File: config.mk
export PLATFORM = sky130hd
export DESIGN_NAME = llki_tl_arbiter
export DESIGN_NICKNAME = d
export VERILOG_FILES = /design/src/rtl/llki_tl_arbiter.sv
export SDC_FILE = /design/constraint.sdc
export NUM_CORES = 1
export LEC_CHECK = 0
export BUFFER_PORTS_ARGS = -buffer_cell sky130_fd_sc_hd__clkbuf_2
export CAP_MARGIN = 20
export CORE_AREA = 3 3 260 262
export DETAILED_ROUTE_END_ITERATION = 10
export DIE_AREA = 0 0 263 265
export PLACE_DENSITY = 0.37
export SKIP_LAST_GASP = 1
export SYNTH_ARGS = -nofsm -noshare
export SYNTH_HDL_FRONTEND = slang
export SYNTH_SLANG_ARGS = --single-unit
File: constraint.sdc
create_clock -name clk -period 3.1 [get_ports clk]
set_clock_uncertainty 0.15 [all_clocks]
set_input_delay 0 -clock clk [delete_from_list [all_inputs] [get_ports clk]]
set_output_delay 0 -clock clk [all_outputs]
set_load 0.02 [all_outputs]
File: src/rtl/llki_tl_arbiter.sv
// Round-robin arbiter letting several TL-UL masters share one LLKI-PP slave.
// Allows one outstanding transaction and synthesizes a denied response if the slave stalls.
package llki_tl_pkg;
    localparam logic [2:0] OpPutFullData    = 3'd0;
    localparam logic [2:0] OpPutPartialData = 3'd1;
    localparam logic [2:0] OpGet            = 3'd4;
    localparam logic [2:0] OpAccessAck      = 3'd0;
    localparam logic [2:0] OpAccessAckData  = 3'd1;

    typedef struct packed {
        logic        a_valid;
        logic [2:0]  a_opcode;
        logic [2:0]  a_size;
        logic [7:0]  a_source;
        logic [31:0] a_address;
        logic [3:0]  a_mask;
        logic [31:0] a_data;
        logic        d_ready;
    } tl_chA_t;

    typedef struct packed {
        logic        d_valid;
        logic [2:0]  d_opcode;
        logic [2:0]  d_size;
        logic [7:0]  d_source;
        logic        d_denied;
        logic        d_corrupt;
        logic [31:0] d_data;
        logic        a_ready;
    } tl_chD_t;
endpackage

module llki_tl_arbiter
    import llki_tl_pkg::*;
#(
    parameter int unsigned NUM_MASTERS = 4,
    parameter int unsigned TIMEOUT     = 256,
    localparam int unsigned IdW = (NUM_MASTERS > 1) ? $clog2(NUM_MASTERS) : 1
) (
    input  logic                      clk,
    input  logic                      rst,
    input  tl_chA_t [NUM_MASTERS-1:0] m_chA,
    output tl_chD_t [NUM_MASTERS-1:0] m_chD,
    output tl_chA_t                   s_chA,
    input  tl_chD_t                   s_chD,
    output logic [IdW-1:0]            grant_id,
    output logic                      busy,
    output logic                      timeout_err,
    input  logic                      err_clr
);
    typedef enum logic [1:0] {StIdle, StAddr, StData, StTout} state_e;

    localparam logic [15:0] CntLast = 16'(TIMEOUT - 1);

    state_e         state_q, state_d;
    logic [IdW-1:0] grant_q, grant_d;
    logic [IdW-1:0] last_grant_q, last_grant_d;
    logic [IdW-1:0] rr_pick;
    logic           rr_found;
    logic [15:0]    cnt_q, cnt_d;
    logic [7:0]     src_q, src_d;
    logic [2:0]     size_q, size_d;
    logic [2:0]     opc_q, opc_d;
    logic           terr_q, terr_d;
    logic           terr_set;
    tl_chA_t        req;

    assign req = m_chA[grant_q];

    // Search starts just past the last completed grant so every master gets a turn.
    always_comb begin
        rr_pick  = last_grant_q;
        rr_found = 1'b0;
        for (int unsigned k = 1; k <= NUM_MASTERS; k++) begin
            int unsigned idx;
            idx = (32'(last_grant_q) + k) % NUM_MASTERS;
            if (!rr_found && m_chA[IdW'(idx)].a_valid) begin
                rr_pick  = IdW'(idx);
                rr_found = 1'b1;
            end
        end
    end

    always_comb begin
        state_d      = state_q;
        grant_d      = grant_q;
        last_grant_d = last_grant_q;
        cnt_d        = cnt_q;
        src_d        = src_q;
        size_d       = size_q;
        opc_d        = opc_q;
        terr_set     = 1'b0;
        unique case (state_q)
            StIdle: begin
                if (rr_found) begin
                    grant_d = rr_pick;
                    state_d = StAddr;
                end
            end
            StAddr: begin
                if (!req.a_valid) begin
                    state_d = StIdle;
                end else if (s_chD.a_ready) begin
                    src_d   = req.a_source;
                    size_d  = req.a_size;
                    opc_d   = req.a_opcode;
                    cnt_d   = '0;
                    state_d = StData;
                end
            end
            StData: begin
                if (s_chD.d_valid) begin
                    if (req.d_ready) begin
                        last_grant_d = grant_q;
                        state_d      = StIdle;
                    end
                end else begin
                    cnt_d = cnt_q + 16'd1;
                    if (cnt_d == CntLast) begin
                        state_d = StTout;
                    end
                end
            end
            StTout: begin
                if (req.d_ready) begin
                    terr_set     = 1'b1;
                    last_grant_d = grant_q;
                    state_d      = StIdle;
                end
            end
            default: state_d = StIdle;
        endcase
        terr_d = terr_set | (terr_q & ~err_clr);
    end

    always_ff @(posedge clk) begin
        if (rst) begin
            state_q      <= StIdle;
            grant_q      <= '0;
            last_grant_q <= IdW'(NUM_MASTERS - 1);
            cnt_q        <= '0;
            src_q        <= '0;
            size_q       <= '0;
            opc_q        <= '0;
            terr_q       <= 1'b0;
        end else begin
            state_q      <= state_d;
            grant_q      <= grant_d;
            last_grant_q <= last_grant_d;
            cnt_q        <= cnt_d;
            src_q        <= src_d;
            size_q       <= size_d;
            opc_q        <= opc_d;
            terr_q       <= terr_d;
        end
    end

    // Outputs are forced to their reset values for as long as rst is held.
    always_comb begin
        s_chA = '0;
        m_chD = '0;
        if (!rst) begin
            unique case (state_q)
                StAddr: begin
                    s_chA                  = req;
                    s_chA.d_ready          = 1'b0;
                    m_chD[grant_q].a_ready = s_chD.a_ready;
                end
                StData: begin
                    s_chA.d_ready            = req.d_ready;
                    m_chD[grant_q].d_valid   = s_chD.d_valid;
                    m_chD[grant_q].d_opcode  = s_chD.d_opcode;
                    m_chD[grant_q].d_size    = s_chD.d_size;
                    m_chD[grant_q].d_source  = s_chD.d_source;
                    m_chD[grant_q].d_denied  = s_chD.d_denied;
                    m_chD[grant_q].d_data    = s_chD.d_data;
                    m_chD[grant_q].d_corrupt = s_chD.d_corrupt |
                                               (s_chD.d_valid && (s_chD.d_source != src_q));
                end
                StTout: begin
                    s_chA.d_ready           = 1'b1;
                    m_chD[grant_q].d_valid  = 1'b1;
                    m_chD[grant_q].d_denied = 1'b1;
                    m_chD[grant_q].d_source = src_q;
                    m_chD[grant_q].d_size   = size_q;
                    m_chD[grant_q].d_opcode = (opc_q == OpGet) ? OpAccessAckData : OpAccessAck;
                end
                default: ;
            endcase
        end
    end

    assign grant_id    = rst ? '0 : grant_q;
    assign busy        = !rst && (state_q != StIdle);
    assign timeout_err = !rst && terr_q;

endmodule

# After elaboration in Yosys (flattened, before gate mapping)

Index checks and enable logic that the tools add are counted.

Equality and inequality tests: 13
Shift-type cells: 0
Add/sub/neg operators: 5
Muxes and demuxes: 67
Divide/modulo/power cells: 0
Bitwise logic cells: 6
Reduce and logical (&&, ||, !) cells: 20
Order comparisons: 6
$mul: 0

Operators with widths:

| operator                                                    | count |
|---|---|
| bitwise mux 200 bit                                         | 10 |
| binary-select mux 84 bit (select 2 bit)                     | 5 |
| demux 50 bit (select 2 bit)                                 | 8 |
| case mux 200 bit (3 select lines)                           | 1 |
| two-way mux 84 bit                                          | 6 |
| AND 200 bit                                                 | 2 |
| two-way mux 200 bit                                         | 1 |
| two-way mux 83 bit                                          | 1 |
| two-way mux 50 bit                                          | 1 |
| two-way mux 49 bit                                          | 1 |
| two-way mux 16 bit                                          | 3 |
| two-way mux 46 bit                                          | 1 |
| two-way mux 43 bit                                          | 1 |
| two-way mux 35 bit                                          | 1 |
| two-way mux 34 bit                                          | 1 |
| two-way mux 33 bit                                          | 1 |
| case mux 16 bit (2 select lines)                            | 1 |
| two-way mux 2 bit                                           | 13 |
| adder 16 x 1 -> 16 bit (second input constant)              | 1 |
| == test 16 x 8 -> 1 bit (second input constant)             | 1 |
| less-than comparator 2 x 3 -> 1 bit (second input constant) | 5 |
| != test 2 bit (second input constant)                       | 5 |
| two-way mux 1 bit                                           | 8 |
| != test 8 bit                                               | 1 |
| 20 further kinds                                            | 38 |

Bits in read-only memories: 0
Bits in writable memories: 0
Output and inout port bits: 288
Register bits: 37
Memories kept: 0
Bits in latches: 0
Input bits: 389
Logic and storage cells: 125

# Depth between registers and ports, before layout

Depth in word-level cells: 15
Depth in mapped cells: 8
Mapped depth without buffers: 6

# Worst setup path after synthesis

Ideal clock, no wire load.

Path kind: reg-to-output
Start: register grant_q[1]
End: output port m_chD[100] (netlist name)
Arrival: 1881 ps
Cell stages (with the launch flop): 7
Path slack: 1069 ps
Path buffers: 3
Data required time: 2950 ps
Path through: dfxtp_1 clkbuf_1 buf_2 buf_1 nor2b_1 nand2b_1 nor2_1

RTL lines:

| item                     | RTL line | RTL |
|---|---|---|
| start: declaration       | 56       | `logic [IdW-1:0] grant_q, grant_d;` |
| start signal: assignment | 148      | `grant_q <= grant_d;` |
| end: declaration         | 43       | `output tl_chD_t [NUM_MASTERS-1:0] m_chD,` |

==> impl_metrics.yaml <==
floorplanning:
  dieHeight_um: 265
  dieWidth_um: 263
  io_pins: 677
  num_rows: 94
  die-area_um2: 69700
  initial_core_util: 0.09386
  core_um2: 65630
final_layout:
  fin_cells: 2303
  layout_common_cells: "clkbuf_2 (672), nor2_1 (243), nor2b_1 (88)"
  num-nets-final: 1820
  layout_commonest_cell: "clkbuf_2"
  layout-drive-gt1-share: 0.5769
  synthToLayoutAreaGrowth_pct: 75.50
  utilization: 0.1647
  postLayoutCellArea_um2: 10810
detailed_routing:
  drt_wl_total_um: 48720
  vias_per_cell: 3.845
  drc: 0
  wire_per_inst_um: 21.16
  vias: 8854
  dr.pass1.iters: 5
  drt-initial-drc-count: 399
  ant_nets: 0
status:
  outcome: "finished clean"
clock_tree:
  clock-sinks: 37
  tritoncts: "built"
  htreeDepth: 2
  clockRootBuffer: "clkbuf_16"
  clk-insertion-delay-late_ps: 290
  numCtsBuffers: 5
  cts_buffer_depth: 2
  cts_setup_buffers: 0
  path_clk_slew_ps: 70
sta:
  maxSlewHeadroom: 0.4639
  rsz0062_at_grt: "false"
  fmax_ghz: 0.3962
  worst_pin_slew_ps: 804.2
  fin_crit_ps: 2524
  hold_viol_final: 0
  slew_violations: 0
  fin_crit_sh: 0.8143
  setup_violations: 0
  tns_ps: 0
power:
  power_frac_seq: 0.195
  p_total_uw: 2843
  power_density_nw_per_um2: 263.0
  clkPwrFrac: 0.187
  leakage_uw: 0.005013
  peakVddDrop_v: 0.0001697
  pwr-share-comb: 0.618
  switching_power_uw: 1226
  internal_power_uw: 1617
  switching_share: 0.4313
setup_path:
  end_kind: "primary output"
  cp_max_fo: 34
  crit_type: "reg2out"
  path_cells: "nor2b_1 -> buf_4 -> nand2b_2 -> nor2_1 -> clkbuf_2"
  crit_path_max_incr_delay_ps: 660
  slowest_stage: "dfxtp_1"
  cp.required_ps: 2950
  ff2ff_path_depth: 6
  ff2ff_setup_slack_ps: 790
  start_kind: "register"
  cp.arrival_ps: 2370
  r2r_start: "grant_q[0]"
  cp-startpoint: "state_q[1]"
global_routing:
  grt_first_pass_wirelength_um: 66850
  grt_max_degree: 84
  use_met2: 0.2497
  antenna_found_initial: 18
  use_met1: 0.1448
  top_usage_layer: "met2"
  gr-total-overflow: 0
  grt_util_met3: 0.02367
  grt_usage: 0.1312
  grt_pass1_vias: 9048
min_path:
  min_from: "m_chA[335]"
  min_path_type: "in2reg"
  hold_depth: 5
logic_synthesis:
  synth_edf_count: 0
  ys.warnings.count: 0
  ys_ff_latch: 37
  synth_top_area_share: 0.3071
  synth_area_um2: 6160
  ys_types: 52
  seq_area_frac_synth: 0.1203
  synth_top_area_cell: "mux4_2"
  synth.avg_cell_area_um2: 7.738
  syn_inst: 796
  syn-num-nets: 1187
  ys.flop_type: "dfxtp_1"
  synthTopCellsByArea: "mux4_2 (31%), nor2_1 (15%), dfxtp_1 (12%)"
  synthArstFlopShare: 0
place:
  dpl.hpwl_um: 43140
  place.gp.congestion: 0.8785
  portBuffers: 676
  place_area_um2: 10620
  dp.cells: 2283
run:
  maxCapViolations: 0
==> per-stage QoR <==
step                hold WS, ps  setup slack (ps)
global route              41.91             377.5
global placement          170.7             825.3
CTS                       4.597             537.8
detailed placement        174.1             788.5
finish                    16.96             575.8
floorplan                -64.67              1069
==> repair_timing <==
action / in CTS / in global routing
setup endpoints to repair: 0 / 0
hold endpoints to repair: 4 / 0
hold buffers: 3 / 0
gates resized for setup: 0 / 0
==> worst paths after layout <==
kind	endpoint
hold / removal	grant_q[0]
setup reg to reg	cnt_q[3]
setup / recovery	m_chD[73]
hold reg to reg	opc_q[2]
==> synthesized netlist by cell type, types with 2 or more instances <==
cell and instances:
nor3b_1 2, inv_1 10, xor2_1 9, nor4b_1 2, or3_1 8, nor3_1 10
and2_4 2, nand2_1 61, a21boi_0 2, ha_1 2, and2_1 2, clkbuf_1 56
mux2_2 16, buf_4 2, a311oi_1 3, buf_2 11, nor2b_1 88, or2_2 3
mux4_2 84, xnor2_1 2, o21ai_1 6, nor4_1 5, nand4_1 2, buf_6 2
a22oi_1 29, a31oi_1 4, nand3b_1 3, nor2_1 243, o21ai_0 12, dfxtp_1 37
nand3_1 10, o22ai_1 4, nand2b_1 8, mux2i_1 17, or4_1 2, a21oi_1 15
buf_1 7
==> cell families (layout without fill, tap and decap cells) <==
logic type,count (synthesis),in the layout,share of synthesized area
simple gates,457,457,0.3451
mux,117,117,0.3640
buf+inv,88,722,0.05952
compound gates,84,84,0.09141
flops,37,37,0.1203
xor+xnor,11,11,0.01564
fa+ha+maj,2,2,0.004062
other cells,0,9,0
==> area by class of cell <==
| type | instances | area (um^2) |
|---|---|---|
| clock buffers | 5 | 125.1 |
| diodes | 9 | 22.52 |
| well taps | 864 | 1081 |
| inverters | 10 | 37.54 |
| flip-flops and latches | 37 | 748.2 |
| clock inverters | 3 | 16.27 |
| repair buffers | 704 | 3699 |
| multi-input cells | 671 | 5081 |
| fillers | 7593 | 54820 |
==> power groups by stage <==
stage	logic (uW)	registers (uW)	clock network, uW
finish	1760	553	532
detailed placement	1800	564	0
global route	1900	559	571
CTS	1810	554	562
floorplan	1070	522	0
global placement	1800	562	0
==> sequential cells by signal, indices dropped and copies added, names as in the netlist <==
register	flops
terr_q	1
state_q	2
last_grant_q	2
opc_q	3
size_q	3
cnt_q	16
grant_q	2
src_q	8
==> layer usage <==
metal | share of wire | wire, um | vias to the layer above
met1 | 0.36 | 17630 | 4187
met5 | 0.00027 | 13 | -
li1 | - | - | 4089
met2 | 0.54 | 26310 | 519
met3 | 0.067 | 3257 | 57
met4 | 0.031 | 1515 | 2
==> critical path, delay by kind of cell, from the launching register on <==
| family | cells | cell delay, ps |
|---|---|---|
| AND/OR/NAND/NOR | 3 | 990 |
| flip-flops | 1 | 660 |
| buffers and inverters | 2 | 390 |
No activity file was read; power rests on OpenSTA's default activity.
